`config.mk`:
```
export PLATFORM = sky130hd
export DESIGN_NAME = uart_tx_arb
export DESIGN_NICKNAME = d
export VERILOG_FILES = /design/src/rtl/uart_tx_arb.sv
export SDC_FILE = /design/constraint.sdc
export NUM_CORES = 1
export LEC_CHECK = 0
export ABC_AREA = 1
export CORE_MARGIN = 2
export CORE_UTILIZATION = 38
export DETAILED_ROUTE_END_ITERATION = 10
export GPL_TIMING_DRIVEN = 1
export HOLD_SLACK_MARGIN = 0.06
export PLACE_DENSITY = 0.81
export SYNTH_ARGS = -nofsm -noshare
export SYNTH_HDL_FRONTEND = slang
export SYNTH_SLANG_ARGS = --single-unit
export TNS_END_PERCENT = 1
```
`constraint.sdc`:
```
create_clock -name clk -period 1.15 [get_ports clk]
set_input_delay 0.23 -clock clk [delete_from_list [all_inputs] [get_ports clk]]
set_output_delay 0.23 -clock clk [all_outputs]
set_load 0.01 [all_outputs]
```
`src/rtl/uart_tx_arb.sv`:
```
// Shares one uart_tx between N_REQ byte requesters: grant, wait for end of frame, report done.
// Define UART_ARB_RR_EN for round-robin selection; without it the lowest-index request wins.
module uart_tx_arb #(
   parameter int N_REQ = 4,
   parameter int OWN_W = 2
) (
   input  logic               clk,
   input  logic               reset,
   input  logic [N_REQ-1:0]   req,
   input  logic [8*N_REQ-1:0] req_data,
   output logic [N_REQ-1:0]   gnt,
   output logic [N_REQ-1:0]   done,
   output logic               tx_start,
   output logic [7:0]         tx_data,
   input  logic               tx_busy,
   input  logic               tx_end,
   output logic [OWN_W-1:0]   owner,
   output logic               arb_busy
);

   typedef enum logic [1:0] {IDLE, SEND, WAIT} state_t;

   state_t             state, state_nxt;
   logic               grant_now, end_now;
   logic [OWN_W-1:0]   sel, sel_lo;
   logic [7:0]         sel_data;
   logic [N_REQ-1:0]   gnt_nxt, done_nxt;

`ifdef UART_ARB_RR_EN
   logic [OWN_W-1:0]   last, sel_hi;
   logic               found_hi;
`endif

   always_comb begin
      state_nxt = state;
      grant_now = 1'b0;
      end_now   = 1'b0;
      case (state)
         IDLE: if (!tx_busy && |req) begin
            grant_now = 1'b1;
            state_nxt = SEND;
         end
         SEND: state_nxt = WAIT;
         WAIT: if (tx_end) begin
            end_now   = 1'b1;
            state_nxt = IDLE;
         end
         default: state_nxt = IDLE;
      endcase
   end

   // Descending scans so the lowest matching index is the last one written.
   always_comb begin
      sel_lo = '0;
`ifdef UART_ARB_RR_EN
      sel_hi   = '0;
      found_hi = 1'b0;
`endif
      for (int i = N_REQ - 1; i >= 0; i--) begin
         if (req[i]) sel_lo = OWN_W'(i);
`ifdef UART_ARB_RR_EN
         if (req[i] && (OWN_W'(i) > last)) begin
            sel_hi   = OWN_W'(i);
            found_hi = 1'b1;
         end
`endif
      end
`ifdef UART_ARB_RR_EN
      sel = found_hi ? sel_hi : sel_lo;
`else
      sel = sel_lo;
`endif
   end

   always_comb begin
      sel_data = 8'h00;
      gnt_nxt  = '0;
      done_nxt = '0;
      for (int i = 0; i < N_REQ; i++) begin
         if (sel == OWN_W'(i)) sel_data = req_data[8*i +: 8];
         gnt_nxt[i]  = grant_now && (sel == OWN_W'(i));
         done_nxt[i] = end_now && (owner == OWN_W'(i));
      end
   end

   always_ff @(posedge clk) begin
      if (!reset) begin
         state    <= IDLE;
         gnt      <= '0;
         done     <= '0;
         tx_start <= 1'b0;
         tx_data  <= 8'h00;
         owner    <= '0;
         arb_busy <= 1'b0;
      end else begin
         state    <= state_nxt;
         gnt      <= gnt_nxt;
         done     <= done_nxt;
         tx_start <= grant_now;
         arb_busy <= (state_nxt != IDLE);
         if (grant_now) begin
            tx_data <= sel_data;
            owner   <= sel;
         end
      end
   end

`ifdef UART_ARB_RR_EN
   // Reset value makes requester 0 the first in line.
   always_ff @(posedge clk) begin
      if (!reset)
         last <= OWN_W'(N_REQ - 1);
      else if (end_now)
         last <= owner;
   end
`endif

endmodule

```
[Yosys cells after proc, flatten, opt, wreduce, memory -nomap -nowiden]
Index checks and enable logic that the tools add are counted.
Operators by class
  reductions and logical operators: 15
  equal/unequal tests: 8
  mux-type cells: 15
Operators with widths (number)
  $mux W8: 4
  $mux W2: 6
  $eq A2 B2 Y1 const B: 5
  $logic_and A1 B1 Y1: 9
  $eq A2 B1 Y1 const B: 3
  $logic_not A2 Y1: 3
  $pmux W2 S3: 1
  $mux W1: 4
  $reduce_or A4 Y1: 1
  $reduce_bool A2 Y1: 1
  $logic_not A1 Y1: 1
Word-level totals
  logic and storage cells: 45
  output and inout port bits: 20
  bits in registers: 22

[Depth between registers and ports, before layout]
Gate-level depths: netlist (run 1).
  depth after elaboration: 9
  depth in mapped cells: 9
  gate-level depth less buffers: 8

[Worst setup path after synthesis (run 1)]
OpenSTA, ideal clock, no wires.
  path kind: flip-flop to flip-flop
  from: register state[0]
  to: register tx_data[0]
  data arrival time: 933 ps
  library setup time: 113 ps
  setup slack: 104 ps
  cell stages (with the launch flop): 8
  data required time: 1037 ps
  cells stage by stage: dfxtp_1 > inv_1 > nand2_1 > nor2_4 > buf_6 > o21ai_0 > o21ai_1 > inv_1
Between the ends
  word-level cells in the longest chain between the ends: 2
Ends and longest elaborated chain
  from (decl): line 23  | state_t state, state_nxt;
  from (signal assigned): line 96  | state <= state_nxt;
  $logic_not A2 Y1: line 38  | case (state)
  $mux W1: line 38
  to (signal assigned): line 102  | tx_data <= sel_data;
  to (decl): line 14  | output logic [7:0] tx_data,
Every way passes these cells.
A chain may end at the register's enable or synchronous reset.

[Worst setup path after layout (run 1)]
  from: register tx_data[2]
  to: output tx_data[2]
No word-level cell between the ends.

==> results.toml, run 1 <==
[power_and_ir_drop]
pwr-share-clk = 0.307
p_per_area_nw_per_um2 = 1024
ir_worst_vdd_uv = 1048
p_switching_mw = 0.4863
power.leakage_nw = 0.9098
swShare = 0.2529
p_int_mw = 1.436
seq_power_share = 0.432
fin_total_pwr_mw = 1.923
comb_power_share = 0.261

[detailed_routing]
routed_wl_um = 2968
vias = 1254
ant_nets = 0
drc = 0
detailedRoute.firstIterationViolations = 8
viasPerCell = 4.560
dr.pass1.iters = 3
routedWlPerCell_um = 10.79

[synth]
yosys.area_share.adder = 0
synth_compound_area_frac = 0.09049
synth_top_family_by_area = "simple AND/OR/NAND/NOR gates"
synth.area.top_cells = "dfxtp_1 (40%), nand2_1 (14%), inv_1 (8.6%)"
synth_top_area_cell = "dfxtp_1"
ys_seq_area_frac = 0.4032
synth-simple-area-share = 0.3860
yosys_warnings = 0
synth_nets = 204
netlist-cell-type-count = 21
synth.mux.area_fraction = 0
ys_ff_latch = 22
synth_top_area_share = 0.4032
synthCells = 164
syn_avg_cell_area_sq_um = 6.660
synth-xor-area-share = 0
syn_area_sq_um = 1092

[place]
finalWeightedCongestion = 0.8316
dpl.hpwl_um = 2359
port_buffers = 59
dpl_worst_slack_ps = -520.3

[die]
die_w_um = 57.62
start_util = 0.3995
die_y_um = 57.62
die_area_sq_um = 3319
rows = 19
coreArea_sq_um = 2734
pin_count = 60

[critical_path]
path_max_fanout = 2
end_kind = "output port"
cpLargestDelayFamily = "flip-flops"
cp.arrival_ps = 890
critical_path.cell_chain = "clkdlybuf4s15_1"
critical_path_class = "reg2out"
crit_slowest_cell = "dfxtp_1"
reg2reg_slack_ps = 60
start_kind = "register"
worst-path-buf-inv = 1
cp_data_required_time_ps = 920
crit_path_max_incr_delay_ps = 350

[status]
status = "completed"

[grt]
grt_usage = 0.1830
antenna_found_initial = 0
gr-total-overflow = 0
grt_max_degree = 14
grt_pass1_wl_um = 4740
grt_pass1_vias = 1172

[final_layout]
drive_above_1_share = 0.2336
area_growth_pct = 71.94
diodes = 0
final_common_cell = "nand2_1"
nets = 285
multiInputGateArea_sq_um = 544.3
fillers = 255
final_cell_mix = "nand2_1 (40), clkdlybuf4s50_1 (35), inv_1 (22), nor2_1 (21), buf_4 (18)"
seqCellArea_sq_um = 446.7

[clock_tree]
htree_levels = 1
clk_latency_ps = 310
cts_tree = "done"
clk_pin_slew_ps = 130
cts.path.max_buffers = 2
cts-buffers-inserted = 3
cts_sinks = 22
cts_root_buffer = "clkbuf_4"
hold_buffers = 0

[job]
maxCapViolCount = 0

[sta]
worstMarginPinSlew_ps = 246.6
hold_violations = 0
rsz0062_at_grt = "yes"
fin_ws_ps = 31.49
fin_crit_ps = 1119
setup_viol = 0
fin_crit_sh = 0.9726
fin_skew_ps = 15.27
slew_violations = 0
timing.fmax_ghz = 0.8940
slew_headroom = 0.8354

[worst_hold_path]
min_path_type = "reg2reg"
area by class of cell:
cell class / count / area share
Timing Repair Buffer: 79 / 0.3718
Clock inverter: 1 / 0.01599
Sequential cell: 22 / 0.2378
Inverter: 26 / 0.05197
Tap cell: 31 / 0.02065
Multi-Input combinational cell: 113 / 0.2898
Clock buffer: 3 / 0.01199
power by group through the flow:
stage,clock (mW),combinational [mW],sequential (mW)
2_1_floorplan,0,0.192,0.864
3_3_place_gp,0,0.502,0.845
3_5_place_dp,0,0.510,0.845
4_1_cts,0.598,0.493,0.828
5_1_grt,0.631,0.552,0.837
6_report,0.591,0.501,0.831
registers in the layout, summed over array words and instances (netlist names):
signal,cells
tx_data,8
arb_busy,1
state,2
gnt,4
tx_start,1
owner,2
done,4
routing by layer:
layer / track usage / wire length (um)
met1: 0.2129 / 1208
met2: 0.3425 / 1559
met3: 0.03125 / 169
met4: 0.04983 / 31
met5: 0 / 0
Yosys cell counts (all sizes together):
master	number
a21oi	6
buf	3
inv	26
or2	1
nor2	25
o21ai	13
dfxtp	22
nand2	43
clkbuf	1
nand4	1
nand3	15
nor3	8
through the flow:
step | std cells | instance area (sq um) | TNS [ps] | hold WS, ps | util
after floorplan | 164 | 1092 | 0 | 371.8 | -
after global placement | 269 | 1831 | -6727 | 461.1 | 0.6696
after detailed placement | 269 | 1831 | -7366 | 462.3 | 0.6696
after CTS | 273 | 1878 | -226.3 | 478.3 | 0.6870
after global routing | 275 | 1878 | -153.2 | 487.6 | 0.6870
final | 275 | 1878 | 0 | 472.0 | 0.6870
logic make-up (layout without fill, tap and decap cells):
kind of cell / count (synthesis) / in the layout
compound gates: 19 / 19
buf+inv: 30 / 109
flops: 22 / 22
simple gates: 93 / 94
final timing paths:
path | from | end | cells after the start
min reg2reg | tx_data[5]$_SDFFE_PN0P_ | tx_data[5]$_SDFFE_PN0P_ | 2
min | tx_data[5]$_SDFFE_PN0P_ | tx_data[5]$_SDFFE_PN0P_ | 2
max reg2reg | state[1]$_SDFF_PN0_ | tx_data[6]$_SDFFE_PN0P_ | 6
max | tx_data[2]$_SDFFE_PN0P_ | tx_data[2] | 1
timing repair:
action / CTS / global route
setup buffers: 0 / 1
gates resized for setup: 41 / 26
endpoints found under the hold margin: 0 / 0
endpoints found under the setup margin: 33 / 29
gates cloned: 0 / 1
pin swaps: 0 / 1
Note: power is estimated with default switching activity, not from simulation.
==> run 2, diff against run 1 <==
--- a/config.mk
+++ b/config.mk
@@ -6,7 +6,7 @@
 export NUM_CORES = 1
 export LEC_CHECK = 0
 export ABC_AREA = 1
-export CORE_MARGIN = 2
+export CORE_MARGIN = 3
 export CORE_UTILIZATION = 38
 export DETAILED_ROUTE_END_ITERATION = 10
 export GPL_TIMING_DRIVEN = 1
==> results.toml, run 2 (synthesis gave the netlist of run 1 again) <==
[critical_path]
rr_startpoint = "state[1]$_SDFF_PN0_"
path_max_fanout = 3
crit_slowest_cell = "dfxtp_2"
cp_data_required_time_ps = 920
critical_path_class = "reg2out"
worstSetupStartpoint = "owner[0]$_SDFFE_PN0P_"
rr_worst_depth = 6
crit_path_max_incr_delay_ps = 350
cp.arrival_ps = 880
cpLargestDelayFamily = "flip-flops"
start_kind = "register"
worst-path-buf-inv = 1
reg2reg_to = "tx_data[0]$_SDFFE_PN0P_"
critical_path.cell_chain = "clkdlybuf4s15_2"
reg2reg_slack_ps = 80
end_kind = "output port"

[detailed_routing]
ant_nets = 0
viasPerCell = 4.764
detailedRoute.firstIterationViolations = 11
drc = 0
routed_wl_um = 3002
dr.pass1.iters = 4
routedWlPerCell_um = 11.08
vias = 1291

[worst_hold_path]
min_from = "req[0]"
hold_end = "gnt[3]$_SDFF_PN0_"
min_path_type = "in2reg"
min_path_cells = 4

[final_layout]
final_cell_mix = "nand2_1 (39), clkdlybuf4s50_1 (35), nor2_1 (22), inv_1 (22), buf_4 (17)"
diodes = 0
final_common_cell = "nand2_1"
nets = 282
drive_above_1_share = 0.2531
area_growth_pct = 69.19
largest_register = "tx_data"
finish.utilization = 0.7074
top_regs = "tx_data x8, done x4, gnt x4"
largest_register_ffs = 8

[sta]
setup_viol = 0
slew_violations = 0
hold_violations = 0
fin_crit_ps = 1115
fin_crit_sh = 0.9695
timing.fmax_ghz = 0.8969
fin_skew_ps = 6.490
worstMarginPinSlew_ps = 313.6
rsz0062_at_grt = "yes"
slew_headroom = 0.7898

[clock_tree]
cts_root_buffer = "clkbuf_4"
cts_tree = "done"
cts.path.max_buffers = 2
clk_pin_slew_ps = 120
clk_latency_ps = 320
cts-buffers-inserted = 3
htree_levels = 1
cts_sinks = 22

[die]
die_area_sq_um = 3554
pin_count = 60
die_w_um = 59.62
coreArea_sq_um = 2613
die_y_um = 59.62
start_util = 0.4181
rows = 18

[grt]
gr-total-overflow = 0
grt_pass1_vias = 1168
antenna_found_initial = 0
grt_pass1_wl_um = 4802
grt_usage = 0.1786
grt_max_degree = 14

[power_and_ir_drop]
fin_total_pwr_mw = 1.923
p_per_area_nw_per_um2 = 1040
power.leakage_nw = 0.8915
ir_worst_vdd_uv = 1084

[job]
maxCapViolCount = 0

[place]
port_buffers = 59
finalWeightedCongestion = 0.8199
dpl.hpwl_um = 2400

[status]
status = "completed"
## run 2: cell types whose count changed in the layout (fill, tap and decap cells not counted), sizes merged
cell,change
clkdlybuf4s15,-3
clkbuf,+1
dlygate4sd2,-1
## run 2: area by class of cell
class | instances | area (sq um)
sequential | 22 | 447.9
multi-input combinational | 113 | 561.8
clock inverter | 1 | 30.03
clock buffer | 3 | 22.52
tap | 30 | 37.54
timing repair buffer | 76 | 650.6
fill | 231 | 764.5
inverter | 26 | 97.59
## run 2: where the power goes
part / internal [mW] / switching, mW / total [mW]
clock network: 0.353 / 0.244 / 0.597
registers: 0.811 / 0.0214 / 0.832
logic: 0.265 / 0.229 / 0.494
total: 1.43 / 0.494 / 1.92
## run 2: how the worst max path moves through the flow
stage	to	cells past startpoint	slack [ps]
2_1_floorplan	tx_data[0]$_SDFFE_PN0P_	7	100
3_3_place_gp	tx_data[0]$_SDFFE_PN0P_	8	-460
3_5_place_dp	tx_data[0]$_SDFFE_PN0P_	8	-500
4_1_cts	tx_data[0]$_SDFFE_PN0P_	6	-20
5_1_grt	owner[0]$_SDFFE_PN0P_	7	-50
6_report	owner[0]	1	40
## run 2: routing by layer
| metal | vias to the layer above | share of wire | global-route usage |
|---|---|---|---|
| li1 | 662 | - | - |
| met1 | 569 | 0.40 | 0.2000 |
| met2 | 53 | 0.50 | 0.3183 |
| met3 | 7 | 0.079 | 0.04139 |
| met4 | 0 | 0.021 | 0.07911 |
| met5 | - | 0 | 0 |
## run 2: stage by stage
stage               setup WS (ps)  cell area, sq um  hold slack [ps]  cells  TNS [ps]
finish                      35.07              1848            465.4    271         0
global route               -46.06              1848            497.5    271    -142.4
CTS                        -21.71              1854            489.3    269    -28.36
detailed placement         -504.5              1807            469.7    265     -7777
global placement           -463.5              1807            456.2    265     -7067
floorplan                   104.3              1092            371.8    164         0
## run 2: repair_timing
item,in CTS,in global routing
pin swaps,0,1
hold buffers,0,0
resized for setup,44,35
buffers inserted,0,1
gates cloned,0,1
setup endpoints to repair,35,35
## run 2: worst reg2reg max path, delay by kind of cell (launching register included)
kind                   cells  cell delay (ps)
flip-flops                 1              350
AO/OA/AOI/OAI              2              250
AND/OR/NAND/NOR            2              240
buffers and inverters      2              150
==> run 3, diff against run 2 <==
--- a/config.mk
+++ b/config.mk
@@ -6,8 +6,10 @@
 export NUM_CORES = 1
 export LEC_CHECK = 0
 export ABC_AREA = 1
+export CORE_ASPECT_RATIO = 0.7
 export CORE_MARGIN = 3
 export CORE_UTILIZATION = 38
+export CTS_CLUSTER_DIAMETER = 60
 export DETAILED_ROUTE_END_ITERATION = 10
 export GPL_TIMING_DRIVEN = 1
 export HOLD_SLACK_MARGIN = 0.06
==> results.toml, run 3 (synthesis gave the netlist of run 1 again) <==
[sta]
slew_headroom = 0.8320
hold_violations = 0
setup_viol = 1
timing.fmax_ghz = 0.8064
slew_violations = 0
fin_crit_sh = 1.078
rsz0062_at_grt = "yes"
worstMarginPinSlew_ps = 249.4
fin_skew_ps = 5.505
fin_ws_ps = -90.01
fin_crit_ps = 1240

[die]
coreArea_sq_um = 2590
die_area_sq_um = 3564
die_y_um = 50.86
start_util = 0.4217
rows = 15
die_w_um = 70.08
pin_count = 60

[status]
status = "finished with violations"
violations = "negative setup slack"

[detailed_routing]
detailedRoute.firstIterationViolations = 56
vias = 1369
viasPerCell = 4.924
ant_nets = 0
drc = 0
routed_wl_um = 3456
routedWlPerCell_um = 12.43
dr.pass1.iters = 4

[worst_hold_path]
min_from = "tx_busy"
min_path_type = "in2reg"
hold_end = "state[0]$_SDFF_PN0_"
min_path_cells = 4

[clock_tree]
cts_tree = "done"
clk_latency_ps = 260
cts_sinks = 22
clk_pin_slew_ps = 70
cts_root_buffer = "clkbuf_8"
cts-buffers-inserted = 3
htree_levels = 1
hold_buffers = 0
cts.path.max_buffers = 2

[critical_path]
path_max_fanout = 7
worstSetupStartpoint = "state[0]$_SDFF_PN0_"
end_kind = "register"
rr_worst_depth = 8
crit_path_max_incr_delay_ps = 330
start_kind = "register"
reg2reg_to = "tx_data[3]$_SDFFE_PN0P_"
cp_data_required_time_ps = 1350
cp.arrival_ps = 1440
reg2reg_slack_ps = -90
critical_path_class = "reg2reg"
critical_path.cell_chain = "inv_2, nand2_2, nor2_4, buf_6, nor2_2, nor2_1, o21ai_2, inv_1"
rr_startpoint = "state[0]$_SDFF_PN0_"
crit_slowest_cell = "dfxtp_2"

[final_layout]
largest_register = "tx_data"
nets = 285
final_cells = 278
final_cell_mix = "nand2_1 (40), clkdlybuf4s50_1 (34), nor2_1 (21), dfxtp_1 (20)"
diodes = 0
top_regs = "tx_data x8, done x4, gnt x4"
drive_above_1_share = 0.2172
largest_register_ffs = 8
final_common_cell = "nand2_1"
area_growth_pct = 76.75

[power_and_ir_drop]
p_switching_mw = 0.5121
p_per_area_nw_per_um2 = 1071
p_int_mw = 1.555
comb_power_share = 0.257
ir_worst_vdd_uv = 965.5
seq_power_share = 0.402
fin_total_pwr_mw = 2.067
power.leakage_nw = 0.9765
pwr-share-clk = 0.340
swShare = 0.2477

[grt]
grt_max_degree = 14
gr-total-overflow = 0
grt_pass1_wl_um = 5644
antenna_found_initial = 0
grt_usage = 0.1948
grt_pass1_vias = 1333

[place]
place_inst = 270
dpl.hpwl_um = 2597
finalWeightedCongestion = 0.9041
port_buffers = 59
dpl_worst_slack_ps = -636.9

[job]
maxCapViolCount = 0
-- run 3: power groups by stage --
stage | clock network [mW] | logic (mW) | registers [mW]
4_1_cts | 0.705 | 0.500 | 0.828
6_report | 0.703 | 0.532 | 0.832
3_3_place_gp | 0 | 0.495 | 0.845
2_1_floorplan | 0 | 0.192 | 0.864
5_1_grt | 0.746 | 0.581 | 0.835
3_5_place_dp | 0 | 0.512 | 0.846
-- run 3: routing by layer --
layer	GRT usage	vias to the layer above	wire length, um
li1	-	673	-
met1	0.2322	627	1424
met2	0.3480	65	1671
met3	0.07073	4	322
met4	0.02548	0	36
met5	0	-	0
-- run 3: metrics by stage --
| stage | setup TNS [ps] | instance area [sq um] | hold slack [ps] | utilization |
|---|---|---|---|---|
| 6_report | -90.01 | 1931 | 377.1 | 0.7454 |
| 3_5_place_dp | -8597 | 1819 | 458.9 | 0.7024 |
| 4_1_cts | -80.58 | 1886 | 468.4 | 0.7280 |
| 5_1_grt | -317.4 | 1931 | 417.9 | 0.7454 |
| 3_3_place_gp | -7412 | 1819 | 449.7 | 0.7024 |
| 2_1_floorplan | 0 | 1092 | 371.8 | - |
-- run 3: worst max path at each step --
stage | endpoint | slack [ps] | depth (start not counted)
3_3_place_gp | tx_data[0]$_SDFFE_PN0P_ | -520 | 8
5_1_grt | tx_data[3]$_SDFFE_PN0P_ | -140 | 8
6_report | tx_data[3]$_SDFFE_PN0P_ | -90 | 8
3_5_place_dp | tx_data[3]$_SDFFE_PN0P_ | -640 | 9
2_1_floorplan | tx_data[0]$_SDFFE_PN0P_ | 100 | 7
4_1_cts | tx_data[3]$_SDFFE_PN0P_ | -30 | 9
-- run 3: layout make-up --
type                       count  area (sq um)
clock inverter                 1         30.03
tap                           34         42.54
multi-input combinational    112         558.0
timing repair buffer          80         715.7
clock buffer                   3         41.29
inverter                      26         100.1
sequential                    22         442.9
fill                         199         659.4
-- run 3: what timing repair did --
item / in CTS / in global routing
setup endpoints to repair: 36 / 17
pin swaps: 1 / 11
buffers inserted: 2 / 2
gates resized for setup: 31 / 26
-- run 3: worst max-delay path: cells and delay by family, from the launching register on --
family	cells	cell delay, ps
simple gates	4	460
flops	1	330
buf+inv	3	300
compound gates	1	90
